File: config.mk
export PLATFORM = sky130hd
export DESIGN_NAME = pixel_sink
export DESIGN_NICKNAME = d
export VERILOG_FILES = /design/src/rtl/pixel_pkg.sv /design/src/rtl/pixel_addr_calc.sv /design/src/rtl/pixel_sink.sv
export SDC_FILE = /design/constraint.sdc
export NUM_CORES = 1
export LEC_CHECK = 0
export ABC_CLOCK_PERIOD_IN_PS = 5000
export CAP_MARGIN = 0
export CORE_MARGIN = 2
export CORE_UTILIZATION = 47
export CTS_CLUSTER_SIZE = 40
export DETAILED_ROUTE_END_ITERATION = 16
export PLACE_DENSITY = 0.84
export SYNTH_ARGS = -nofsm -noshare
export SYNTH_HDL_FRONTEND = slang
export SYNTH_SLANG_ARGS = --single-unit
File: constraint.sdc
create_clock -name clk -period 5 [get_ports clk]
set_clock_uncertainty 0.2 [all_clocks]
set_input_delay 0.75 -clock clk [delete_from_list [all_inputs] [get_ports clk]]
set_output_delay 0.75 -clock clk [all_outputs]
set_load 0.01 [all_outputs]
File: src/rtl/pixel_pkg.sv
// Shared screen geometry, colours and sink state encoding for the pixel-plot path.
package pixel_pkg;
  localparam int SCREEN_W = 160;
  localparam int SCREEN_H = 120;
  localparam int PIXELS   = SCREEN_W * SCREEN_H;

  localparam logic [2:0] BLACK = 3'b000;
  localparam logic [2:0] WHITE = 3'b111;

  typedef enum logic [1:0] {IDLE, DRAIN, CLEAR} sink_state_t;

  typedef struct packed {
    logic [7:0] x;
    logic [6:0] y;
  } pix_coord_t;
endpackage

File: src/rtl/pixel_addr_calc.sv
// Linear framebuffer address y*160 + x built from shifts and adds only.
module pixel_addr_calc #(
  parameter int ADDR_W = 15
) (
  input  logic [7:0]        x,
  input  logic [6:0]        y,
  output logic [ADDR_W-1:0] addr
);
  // 160 = 128 + 32
  assign addr = (ADDR_W'(y) << 7) + (ADDR_W'(y) << 5) + ADDR_W'(x);
endmodule

File: src/rtl/pixel_sink.sv
// Pixel-plot receiver: 2-stage clip/address pipeline into the frame memory, plus an
// optional screen-clear sweep built only when PIXEL_SINK_CLEAR_EN is defined.
module pixel_sink
  import pixel_pkg::*;
#(
  parameter int WIDTH   = SCREEN_W,
  parameter int HEIGHT  = SCREEN_H,
  parameter int COLOR_W = 3,
  parameter int ADDR_W  = 15
) (
  input  logic               clk,
  input  logic               resetn,
  input  logic [7:0]         x,
  input  logic [6:0]         y,
  input  logic [COLOR_W-1:0] color,
  input  logic               plot,
  output logic               ready,
  input  logic               clear,
  output logic               busy,
  output logic               done,
  output logic [ADDR_W-1:0]  mem_addr,
  output logic [COLOR_W-1:0] mem_data,
  output logic               mem_we,
  output logic               clip_flag,
  output logic [ADDR_W-1:0]  write_count
);
  localparam int STAGES = 2;
  localparam logic [ADDR_W-1:0] LAST_ADDR = ADDR_W'(WIDTH * HEIGHT - 1);

  logic                accept;
  logic [STAGES-1:0]   vld_pipe;
  pix_coord_t          s1_coord;
  logic [COLOR_W-1:0]  s1_color;
  logic                s1_inrange;
  logic [ADDR_W-1:0]   s1_addr;
  logic [ADDR_W-1:0]   s2_addr;
  logic [COLOR_W-1:0]  s2_data;
  logic                s2_inrange;
  logic                plot_we;
  logic                sweep_last;

  assign accept  = plot && ready;
  assign plot_we = vld_pipe[1] && s2_inrange;

  pixel_addr_calc #(.ADDR_W(ADDR_W)) u_addr (
    .x    (s1_coord.x),
    .y    (s1_coord.y),
    .addr (s1_addr)
  );

  always_ff @(posedge clk or negedge resetn) begin
    if (!resetn) begin
      vld_pipe    <= '0;
      s1_coord    <= '0;
      s1_color    <= '0;
      s1_inrange  <= 1'b0;
      s2_addr     <= '0;
      s2_data     <= '0;
      s2_inrange  <= 1'b0;
      write_count <= '0;
    end else begin
      vld_pipe <= {vld_pipe[0], accept};
      if (accept) begin
        s1_coord   <= '{x: x, y: y};
        s1_color   <= color;
        s1_inrange <= (x < 8'(WIDTH)) && (y < 7'(HEIGHT));
      end
      if (vld_pipe[0]) begin
        s2_addr    <= s1_addr;
        s2_data    <= s1_color;
        s2_inrange <= s1_inrange;
      end
      // Count tracks the write that becomes visible on the next cycle.
      if (sweep_last)
        write_count <= '0;
      else if (vld_pipe[0] && s1_inrange && write_count != '1)
        write_count <= write_count + 1'b1;
    end
  end

  assign clip_flag = vld_pipe[1] && !s2_inrange;

`ifdef PIXEL_SINK_CLEAR_EN
  sink_state_t       state;
  logic [ADDR_W-1:0] sweep;
  logic              drain_cnt;

  assign ready      = (state == IDLE);
  assign busy       = (state == DRAIN) || (state == CLEAR);
  assign sweep_last = (state == CLEAR) && (sweep == LAST_ADDR);

  always_ff @(posedge clk or negedge resetn) begin
    if (!resetn) begin
      state     <= IDLE;
      sweep     <= '0;
      drain_cnt <= 1'b0;
      done      <= 1'b0;
    end else begin
      done <= 1'b0;
      case (state)
        IDLE: begin
          if (clear) begin
            state     <= DRAIN;
            drain_cnt <= 1'b0;
          end
        end
        // Two cycles flush a plot accepted alongside the clear; nothing new enters.
        DRAIN: begin
          if (drain_cnt && !vld_pipe[0]) begin
            state <= CLEAR;
            sweep <= '0;
          end else begin
            drain_cnt <= 1'b1;
          end
        end
        CLEAR: begin
          if (sweep == LAST_ADDR) begin
            state <= IDLE;
            sweep <= '0;
            done  <= 1'b1;
          end else begin
            sweep <= sweep + 1'b1;
          end
        end
        default: state <= IDLE;
      endcase
    end
  end

  assign mem_we   = (state == CLEAR) || plot_we;
  assign mem_addr = (state == CLEAR) ? sweep : s2_addr;
  assign mem_data = (state == CLEAR) ? COLOR_W'(BLACK) : s2_data;
`else
  logic unused_clear;

  assign unused_clear = clear;
  assign ready        = 1'b1;
  assign busy         = 1'b0;
  assign done         = 1'b0;
  assign sweep_last   = 1'b0;
  assign mem_we       = plot_we;
  assign mem_addr     = s2_addr;
  assign mem_data     = s2_data;
`endif
endmodule

Yosys cells after proc, flatten, opt, wreduce, memory -nomap -nowiden --
Cells that the tools add are included. W data, S select, Z words.
Word-level totals: word-level logic and storage cells 21, register bits 55
Cells by class: reduce and logical (&&, ||, !) cells 6, magnitude comparators 2, $add $sub $neg 3, equal/unequal tests 1
Operators with widths (number):
- $add A14 B12 Y15 | 1
- $add A15 B1 Y15 const B | 1
- $add A15 B8 Y15 | 1
- $ne A15 B15 Y1 const B | 1
- $lt A8 B8 Y1 const B | 1
- $lt A7 B7 Y1 const B | 1
- $logic_and A1 B1 Y1 | 5
- $logic_not A1 Y1 | 1

Logic depth before layout (Yosys ltp) --
word-level depth 2, mapped depth 7

Cells and area by module --
From an unflattened synthesis, not the netlist that was laid out.
Unflattened totals: cell total of the unflattened synthesis 206, area, all modules 2637.5 µm²
By module, submodules not included:
- pixel_sink | cells each 157, seq. area each 1376.3 µm², instances 1, area each 2218.4 µm²
- pixel_addr_calc | cells each 49, seq. area each 0.0 µm², instances 1, area each 419.2 µm²

Worst setup path before layout --
No wires, ideal clock.
path kind reg2reg, start register s1_coord[0] in the netlist's numbering, end register s2_addr[14] (netlist: mem_addr[14]), required time 4.674 ns, cell stages (with the launch flop) 7, arrival 2.233 ns, path slack 2.441 ns, buffers on the path 0, setup time 0.126 ns, cell sequence dfrtp_1 > fa_1 > fa_1 > a211oi_1 > o21ai_0 > o211a_1 > o32a_1
Between the ends: word-level cells in the longest chain between the ends 2
RTL lines:
- start: declaration | RTL line pixel_sink.sv:32 | pix_coord_t s1_coord;
- start signal: assignment | RTL line pixel_sink.sv:64 | s1_coord <= '{x: x, y: y};
- $add A14 B12 Y15 | RTL line pixel_addr_calc.sv:10 | assign addr = (ADDR_W'(y) << 7) + (ADDR_W'(y) << 5) + ADDR_W'(x);
- $add A15 B8 Y15 | RTL line pixel_addr_calc.sv:10
- end signal: assignment | RTL line pixel_sink.sv:69 | s2_addr <= s1_addr;
- end: declaration | RTL line pixel_sink.sv:36 | logic [ADDR_W-1:0] s2_addr;
Every way passes these cells. A chain may end at the register's enable or synchronous reset.

Final worst setup path --
Ends and elaborated chain as after synthesis.

==> results.md <==
- Clock share of power: 0.202
- Portion of the post-synthesis area used by sequential elements: 0.519
- Die span in x: 79.1 um
- Max-cap violations: 0
- Most frequent standard cell in the layout excluding fill and tap cells: dfrtp_1
- Maximum fanout along the worst path: 3
- Area growth from synthesis to layout: 26.1%
- Clk root buf: clkbuf_8
- Number of antenna diodes: 0
- Starting DRT DRC Count: 53
- Number of setup buffers added after CTS: 0
- Portion of total power attributed to combinational logic: 0.310
- Arrival @ worst endpoint: 2.71 ns
- Post-detailed-route via-to-cell ratio: 5.37
- Clock latency at the later pin of the worst-skew pair: 0.30 ns
- Final routed DRC violation total: 0
- Depth of the critical timing path with buffers and inverters included: 6
- Average size of a mapped cell: 12.5 um^2
- Wire length on met2: 2350 um
- Port Buf Inserts: 55
- FF-to-FF End: mem_addr[14]
- Worst voltage drop across the vdd grid: 0.000171 V
- Category of the worst setup path launch point: flop
- Internal power contribution: 0.837 mW
- Synth Area in XOR/XNOR: 0.0396
- P per Cell Area: 360 nW/um^2
- Fraction of final layout cells sized beyond drive strength 1: 0.167
- Die Footprint: 6260 um^2
- Count of H-tree levels built during CTS: 2
- Worst path top cell family by delay: adder cells
- Number of instances in the synthesized netlist: 212
- Number of buffers and inverters on the critical path: 0
- Main combinational cell family by area after synthesis: multiplexers
- Simple logic cell fraction of the synthesized area: 0.0971
- Run status: completed
- Detailed Routing Iterations Pass 1: 4
- Longest Clk Path Bufs: 2
- Top routing layer used: met4
- Cell with the largest stage delay on the worst path: fa_1
- Final core occ: 0.611
- Final worst path period share: 0.543
- Via count of the first global-routing pass: 1803
- Met1 routed wirelength after detailed routing: 2190 um
- Slew HR: 0.336
- Register bit count reported by yosys: 55
- Peak Freq: 368 MHz
- Total global routing overflow: 0
- Total half-perimeter wirelength after legalization and detailed placement: 3450 um
- Number of setup violations in the final report: 0
- Final-layout worst hold slack: 0.302 ns
- Share of async-settable or async-resettable flops after synthesis: 1.00
- Vias after detailed routing: 1831
- Effective utilization at floorplan: 0.485
- Detail Route Antenna Nets: 0
- Height of the chip: 79.1 um
- Sw Share: 0.306
- Post-synthesis instance area: 2650 um^2
- Leakage component of the power: 1.46 nW
- CP cell instances: fa_1, fa_1, a211oi_1, o21ai_0, o211a_1, o32a_1
- R2r setup slk: 2.28 ns
- Clock tree from TritonCTS: done
- Number of synthesis warnings: 0
- Site row count: 27
- Number of flops mapped to enable cells by yosys: 0
- Quantity of gates resized following cts: 0
- Minimum clock period after layout: 2.72 ns
- Maximum number of pins on one net before global-route repair: 56
- Unrepaired setup endpoints after global routing: false
- Multiplexer area fraction after synthesis: 0.140
- Sink Count: 55
- Synth unique cells: 42
- Hold_buf cts: 0
- Core Area: 5470 um^2
- Gpl congestion: 0.774
- Compound-cell area share of the yosys netlist: 0.0995
- Startpoint of the lowest-slack register-to-register path: s1_coord[0]
- Class of the tightest hold or removal check: reg2reg
- Net switching power: 0.369 mW
- Arithmetic-cell share of the synthesized area counting full adders, half adders and majority gates: 0.0811
- Worst Reg2Reg Path Length in Cells: 6
- Nature of the critical path endpoint: flop
- Layout net count: 306
- Top flip-flop cell by instance count after synthesis: dfrtp_1
- Total count of max-transition violations in the final report: 0
- Wire per inst: 14.0 um
- Final-report hold violation count: 0
- Num CTS Buffers: 5
- Transition time at the pin with the least slew margin: 0.996 ns
- Routed wl met3: 203 um
- Clock transition at the registers of the reported paths: 0.10 ns
- Required time of the critical path: 4.99 ns
- Total wire length after detailed routing: 4780 um
- Setup TNS Final: 0 ns
- First-pass GRT wire length: 8020 um
- Number of antenna violations at the first check in global routing: 0
- Endpoint of the worst setup timing path: mem_addr[14]
- I/O pins: 60
- Most frequent cell on the critical path: fa_1
- Part of the total power dissipated in sequential elements: 0.488
- Total GRT Usage: 0.160
- Launching instance or port of the critical path: s1_coord[0]
- Top library cells by usage in the layout, fill and taps aside: dfrtp_1, clkdlybuf4s50_1, mux2_2, ha_1, nand3_1
- Maximum single-stage delay on the critical path: 0.54 ns
- Crit Path Class: reg2reg
## kinds of logic (layout without fill, tap and decap cells)
| group | after synthesis | count (layout) |
|---|---|---|
| compound gates | 36 | 36 |
| xor+xnor | 12 | 12 |
| fa+ha+maj | 16 | 16 |
| buf+inv | 12 | 68 |
| flops | 55 | 55 |
| mux | 33 | 33 |
| other cells | 2 | 3 |
| simple gates | 46 | 46 |
## power by group through the flow
stage	Sequential (mW)	Combinational (mW)	Clock [mW]
4_1_cts	0.590	0.378	0.255
6_report	0.589	0.373	0.243
3_3_place_gp	0.594	0.370	0
5_1_grt	0.602	0.411	0.273
2_1_floorplan	0.610	0.176	0
3_5_place_dp	0.598	0.376	0
## worst min path at each step
stage / startpoint / end / cells after the start / slack (ns)
global placement: mem_addr[12] / mem_addr[12] / 2 / 0.28
CTS: mem_addr[12] / mem_addr[12] / 2 / 0.31
global route: mem_addr[12] / mem_addr[12] / 2 / 0.32
floorplan: vld_pipe[0] / vld_pipe[1] / 0 / 0.15
finish: mem_addr[9] / mem_addr[9] / 1 / 0.30
detailed placement: mem_addr[9] / mem_addr[9] / 1 / 0.28
## Yosys cell counts (3+ instances only)
library cell  instances  area (um^2)
and3_1                3         18.8
inv_1                 4         15.0
xor2_1                7         61.3
nand2_1               6         22.5
ha_1                 14          175
xnor2_1               5         43.8
o21ai_0               8         40.0
nor2_1                8         30.0
nand4_1               3         18.8
buf_4                 3         22.5
a211oi_1              6         45.0
nor3_1                3         15.0
dfrtp_1              55         1380
nand3_1              11         55.1
mux2_2               31          349
a21oi_1               5         25.0
## per-stage QoR
| step | std cells | area (um^2) | setup slack [ns] | power, mW |
|---|---|---|---|---|
| 5_1_grt | 341 | 3350 | 2.12 | 1.29 |
| 3_3_place_gp | 333 | 3260 | 2.30 | 0.964 |
| 4_1_cts | 341 | 3350 | 2.27 | 1.22 |
| 6_report | 341 | 3350 | 2.28 | 1.21 |
| 3_5_place_dp | 333 | 3260 | 2.28 | 0.974 |
| 2_1_floorplan | 213 | 2660 | 2.44 | 0.785 |
## metal layers
layer | global-route usage | up-vias
met4 | 0.0517 | 0
met2 | 0.273 | 41
met1 | 0.202 | 898
met5 | 0 | -
li1 | - | 890
met3 | 0.0375 | 2
## flip-flops by register name, indices dropped and copies added (netlist names)
| name | cells |
|---|---|
| mem_addr | 15 |
| s1_coord | 15 |
| mem_data | 3 |
| vld_pipe | 2 |
| s1_inrange | 1 |
| write_count | 15 |
| s1_color | 3 |
| s2_inrange | 1 |
## cell type report
type                    instances  area, um^2
clock buffers                   5        68.8
clock inverters                 3        18.8
fillers                       446        2130
inverters                       4        15.0
multi-input cells             146        1220
flip-flops and latches         55        1380
well taps                      72        90.1
repair buffers                 56         553
(Power assumes the default switching activity.)
